**src/rtl/gate_sweep_ctrl.sv**
```systemverilog
// Sweeps the selected basic gate through all of its input vectors and records the sampled
// output as a 16-bit truth table. Optional golden-model check: define GATE_SWEEP_CHECK_EN.
module gate_sweep_ctrl #(
   parameter int unsigned SETTLE = 1
) (
   input  logic        clk,
   input  logic        rst,
   input  logic        start,
   input  logic [2:0]  sel,
   input  logic        gate_in,
   output logic        x,
   output logic        y,
   output logic        w,
   output logic        v,
   output logic        busy,
   output logic        done,
   output logic [15:0] table_out,
   output logic        mismatch,
   output logic [4:0]  err_cnt
);

   typedef enum logic [2:0] {
      ST_IDLE,
      ST_APPLY,
      ST_WAIT,
      ST_SAMPLE,
      ST_DONE
   } state_t;

   state_t      state, state_nxt;
   logic [2:0]  sel_q;
   logic [3:0]  idx;
   logic [7:0]  settle_cnt;
   logic [4:0]  vec_cnt;
   logic [3:0]  vec;
   logic        last_idx;

   always_comb begin
      vec_cnt = 5'd0;
      vec     = '0;
      case (sel_q)
         3'd0, 3'd4: begin vec_cnt = 5'd16; vec = idx;                     end
         3'd1, 3'd2: begin vec_cnt = 5'd4;  vec = {idx[1], idx[0], 2'b00}; end
         3'd3:       begin vec_cnt = 5'd2;  vec = {idx[0], 3'b000};        end
         default:    begin vec_cnt = 5'd0;  vec = '0;                      end
      endcase
      last_idx = ({1'b0, idx} == (vec_cnt - 5'd1));
   end

   always_comb begin
      state_nxt = state;
      case (state)
         ST_IDLE:   if (start) state_nxt = (sel <= 3'd4) ? ST_APPLY : ST_DONE;
         ST_APPLY:  state_nxt = ST_WAIT;
         ST_WAIT:   if (settle_cnt <= 8'd1) state_nxt = ST_SAMPLE;
         ST_SAMPLE: state_nxt = last_idx ? ST_DONE : ST_APPLY;
         ST_DONE:   state_nxt = ST_IDLE;
         default:   state_nxt = ST_IDLE;
      endcase
   end

   always_ff @(posedge clk or posedge rst) begin
      if (rst) state <= ST_IDLE;
      else     state <= state_nxt;
   end

   // Outputs are registered from the current state, so they trail the FSM by one cycle.
   always_ff @(posedge clk or posedge rst) begin
      if (rst) begin
         sel_q      <= '0;
         idx        <= '0;
         settle_cnt <= '0;
         {x, y, w, v} <= '0;
         busy       <= 1'b0;
         done       <= 1'b0;
         table_out  <= '0;
      end else begin
         busy <= (state == ST_APPLY) || (state == ST_WAIT) || (state == ST_SAMPLE);
         done <= (state == ST_DONE);
         case (state)
            ST_IDLE: if (start) begin
               sel_q     <= sel;
               idx       <= '0;
               table_out <= '0;
            end
            ST_APPLY: begin
               {x, y, w, v} <= vec;
               settle_cnt   <= SETTLE[7:0];
            end
            ST_WAIT:   settle_cnt <= settle_cnt - 8'd1;
            ST_SAMPLE: begin
               table_out[idx] <= gate_in;
               if (!last_idx) idx <= idx + 4'd1;
            end
            ST_DONE:   {x, y, w, v} <= '0;
            default:   ;
         endcase
      end
   end

`ifdef GATE_SWEEP_CHECK_EN
   logic golden;

   always_comb begin
      golden = 1'b0;
      case (sel_q)
         3'd0:    golden = &idx;
         3'd1:    golden = idx[1] | idx[0];
         3'd2:    golden = idx[1] & idx[0];
         3'd3:    golden = ~idx[0];
         3'd4:    golden = (idx == 4'b1010);
         default: golden = 1'b0;
      endcase
   end

   always_ff @(posedge clk or posedge rst) begin
      if (rst) begin
         mismatch <= 1'b0;
         err_cnt  <= '0;
      end else if (state == ST_IDLE && start) begin
         mismatch <= 1'b0;
         err_cnt  <= '0;
      end else if (state == ST_SAMPLE && gate_in != golden) begin
         mismatch <= 1'b1;
         if (err_cnt != 5'd31) err_cnt <= err_cnt + 5'd1;
      end
   end
`else
   assign mismatch = 1'b0;
   assign err_cnt  = '0;
`endif

endmodule

```
**config.mk**
```make
export PLATFORM = sky130hd
export DESIGN_NAME = gate_sweep_ctrl
export DESIGN_NICKNAME = d
export VERILOG_FILES = /design/src/rtl/gate_sweep_ctrl.sv
export SDC_FILE = /design/constraint.sdc
export NUM_CORES = 1
export LEC_CHECK = 0
export ABC_CLOCK_PERIOD_IN_PS = 1800
export CAP_MARGIN = 20
export CORE_MARGIN = 2
export CORE_UTILIZATION = 30
export CTS_BUF_LIST = sky130_fd_sc_hd__clkbuf_16
export DETAILED_ROUTE_END_ITERATION = 10
export GPL_TIMING_DRIVEN = 0
export SLEW_MARGIN = 40
export SYNTH_ARGS = -nofsm -noshare
export SYNTH_HDL_FRONTEND = slang
export SYNTH_SLANG_ARGS = --single-unit
```
**constraint.sdc**
```tcl
create_clock -name clk -period 1.8 [get_ports clk]
set_input_delay 0.27 -clock clk [delete_from_list [all_inputs] [get_ports clk]]
set_output_delay 0.27 -clock clk [all_outputs]
set_load 0.01 [all_outputs]
```
==> summary by stage <==
Synth
The combined area of all synthesized cells is 2190 sq um. For this run, the register share of the synthesized area comes to 45.7%. By area, the combinational part of the netlist is dominated by compound AO/OA/AOI/OAI gates. The synthesized-area fraction occupied by xor and xnor cells is 2.00%. The number of storage elements in the synthesis netlist is 40.

The async set-or-reset flop fraction in the synthesized netlist is 100%. The flip-flop cell with the highest count after synthesis is dfrtp_1. The count of mapped cells out of synthesis is 230.

The Yosys step of the flow raised 0 warnings. The synthesized area divided by synthesized cell count is 9.51 sq um. The number of enable flip-flop cells after synthesis is 0. Of the total synthesized cell area, the portion taken by full adders, half adders and majority gates is 4.57%. The area fraction in compound gates after synthesis is 23.4%. Multiplexer cells account for 3.83% of the synthesized area.

Summing the areas of all and, or, nand and nor instances in the mapped netlist gives 14.6% of the synthesized area. The count of cell types in the netlist is 50.

Pwr
The internal portion of the total power is 2.86 mW. Sequential cells burn 29.4% of the power. Net switching is 40.3% of the power.

The cell leakage power is 1.22 nW. The combinational fraction of design power is 49.7%. For this design the total switching power over the nets is 1.93 mW. Power spread over the standard cell area amounts to 1650 nW/um^2. The worst voltage drop across the vdd grid is 0.000570 V. Per report_power, the clock group accounts for 20.9% of the total.

Die
The number of top-level pins is 35. The initial standard-cell utilization of the core is 30.5%. The die span in x is 89.4 um. The floorplan has 31 rows. The vertical die dimension is 89.4 um.

The floorplan die area is 7990 sq um. The core outline area is 7180 sq um.

Clock network
The root buffer cell is clkbuf_16. The number of clock sinks is 40. TritonCTS built the clock tree.

The insertion delay of the later-clocked pin in the worst-skew pair is 0.28 ns. The clock tree buffer depth is 2. Clock-pin slew was measured on the worst setup and hold paths at 0.06 ns. The CTS buffer count is 5.

CTS built an H-tree with a depth of 2.

Routing
The number of routed nets with antenna violations is 0. The number of iterations in the first detailed-routing pass is 4. The routed design has 5270 um of wire. Detailed routing inserted a total of 1849 vias. After detailed routing, the number of remaining DRC violations is 0.

The detailed router finished its first iteration with 157 violations. The detailed-route vias per instance is 4.90. The routed length per instance is 14.0 um.

Global routing
In the global route stage, overall resource usage came out at 14.2%. The initial antenna violation count came to 0. The total overflow left after global routing is 0.

The wire length of the first global-routing pass is 8690 um. Entering global routing, the biggest net connects 41 pins. The number of global-route vias before repair is 1770.

Min path
In this run the worst hold path is classified as in2async.

Timing
The final-report max-slew violation count is 0. On the final layout, the worst clock skew is 0.00608 ns. The worst-case hold slack is 0.382 ns. The achievable clock frequency is 510 MHz.

Of the available clock period, the critical path in the final layout requires 109%. The minimum clock period is 1.96 ns. The number of setup violations in the final report is 6.

After layout, the worst setup slack is -0.160 ns. The max-slew headroom at the worst pin is 47.0%. Setup repair after global routing could not meet its margin everywhere. The final number of hold-violating endpoints is 0. For the pin with the worst max-slew slack, the measured transition is 0.790 ns.

Setup path
Counting cells, the worst reg-to-reg path comes to 8. The arrival time reported for the critical path endpoint is 2.18 ns. The reg-to-reg critical path startpoint is sel_q[1]. The worst flop-to-flop path endpoint is state[2]. The data required time of the critical path is 2.02 ns.

The kind of critical path is reg2reg. The worst setup path is launched from a flip-flop. The worst register-to-register path has a setup slack of -0.16 ns. The biggest fanout along the worst timing path is 6. The worst setup path is captured at a flip-flop.

Place
The count of buffers added on input and output ports is 28. After legalization and detailed placement, the total HPWL measured 3610 um. The final estimated routing congestion in global placement is 0.820.

Status
The final reports fail on negative setup slack. The flow ran to the end, but the final reports show violations.

Finish
From synthesis to final layout, the design area changed by 32.4%. The number of nets in the layout is 292. 0 antenna diodes ended up in the layout. At the end of the flow the core is filled with cells to 40.4%. The post-route netlist has 14.7% of its cells at a drive strength greater than 1.

Run
Max-cap violations in this run came to 0.
## through the flow
step	instances	setup slack, ns	setup TNS, ns	power (mW)	area [sq um]
2_1_floorplan	235	-0.0479	-0.0800	2.95	2230
3_3_place_gp	362	-0.305	-16.21	3.51	2640
3_5_place_dp	362	-0.277	-3.75	3.53	2640
4_1_cts	372	-0.132	-0.484	4.60	2830
5_1_grt	377	-0.262	-1.27	5.13	2900
6_report	377	-0.160	-0.636	4.79	2900
## cell usage in the layout (no fill, tap or decap), types with 6 or more instances in the layout
master	count
a21oi_1	21
clkdlybuf4s50_1	28
nand2_1	13
nor2_1	10
o21ai_1	36
ha_1	6
dfrtp_1	39
buf_4	14
conb_1	6
## power by group through the flow
stage	Combinational (mW)	Sequential, mW	Clock (mW)
after global placement	2.14	1.37	0
after global routing	2.62	1.45	1.06
after CTS	2.20	1.39	1.01
after floorplan	1.60	1.36	0
final	2.38	1.41	1.00
after detailed placement	2.15	1.38	0
## critical path, cell delays in order, from the launching register on
cell	delay (ns)
dfrtp_1	0.41
xor2_1	0.20
nand2b_1	0.13
ha_4	0.29
xor2_2	0.14
nand4_1	0.17
buf_6	0.18
o32ai_2	0.23
and2_1	0.15
## area by class of cell
type	instances	area, sq um
buffer	15	91.3
clock buffer	5	125
clock inverter	3	37.5
fill	705	4280
inverter	7	28.8
multi-input combinational	171	1140
sequential	40	1000
tap	99	124
timing repair buffer	37	352
## how the worst max path moves through the flow
| stage | end | cells after the start | slack (ns) | startpoint |
|---|---|---|---|---|
| final | state[2] | 8 | -0.16 | sel_q[1] |
| after global routing | idx[3] | 8 | -0.26 | sel_q[0] |
| after floorplan | state[2] | 7 | -0.05 | sel_q[1] |
| after CTS | idx[3] | 8 | -0.13 | sel_q[0] |
| after detailed placement | sel_q[1] | 6 | -0.28 | start |
| after global placement | table_out[7] | 2 | -0.31 | rst |
## cells in the mapped netlist, drive strengths merged (3+ instances only)
cell type,instances,share of area (%)
nand3,4,0.91
nand2,13,2.2
a22o,4,1.6
dfrtp,40,46
ha,8,4.6
mux2i,5,2.3
mux2,3,1.5
clkbuf,7,1.2
xnor2,3,1.2
a21oi,21,4.8
inv,7,1.2
o211ai,4,1.4
buf,10,3.3
nor3,4,1.4
nand2b,4,1.1
nand3b,3,1.0
nor2,12,2.9
a31oi,4,1.1
o21ai,41,9.4
## timing repair
| action | 4_1_cts | 5_1_grt |
|---|---|---|
| setup endpoints to repair | 9 | 27 |
| buffers inserted | 3 | 6 |
| pin swaps | 8 | 7 |
| hold buffers | 0 | 0 |
| resized for setup | 3 | 8 |
| cloned | 0 | 0 |
## cell families after synthesis
group	count (synthesis)
other	1
and+or+nand+nor	56
adders and majority gates	8
muxes	8
AOI/OAI and AO/OA	88
xor gates and xnor gates	5
buffers and inverters	24
DFF	40
## state kept, by name, summed over array words and instances (netlist names)
name	cells
done	1
idx	4
x	1
busy	1
settle_cnt	8
w	1
v	1
table_out	16
state	3
y	1
sel_q	3
## metal layers
metal  global-route usage (%)  wire length (um)  part of all wire [%]
met4                     4.21                58                   1.1
met2                     22.4              2450                    46
met1                     19.1              2550                    48
met3                     3.69               217                   4.1
met5                        0                 0                     0
(Power assumes the default switching activity.)
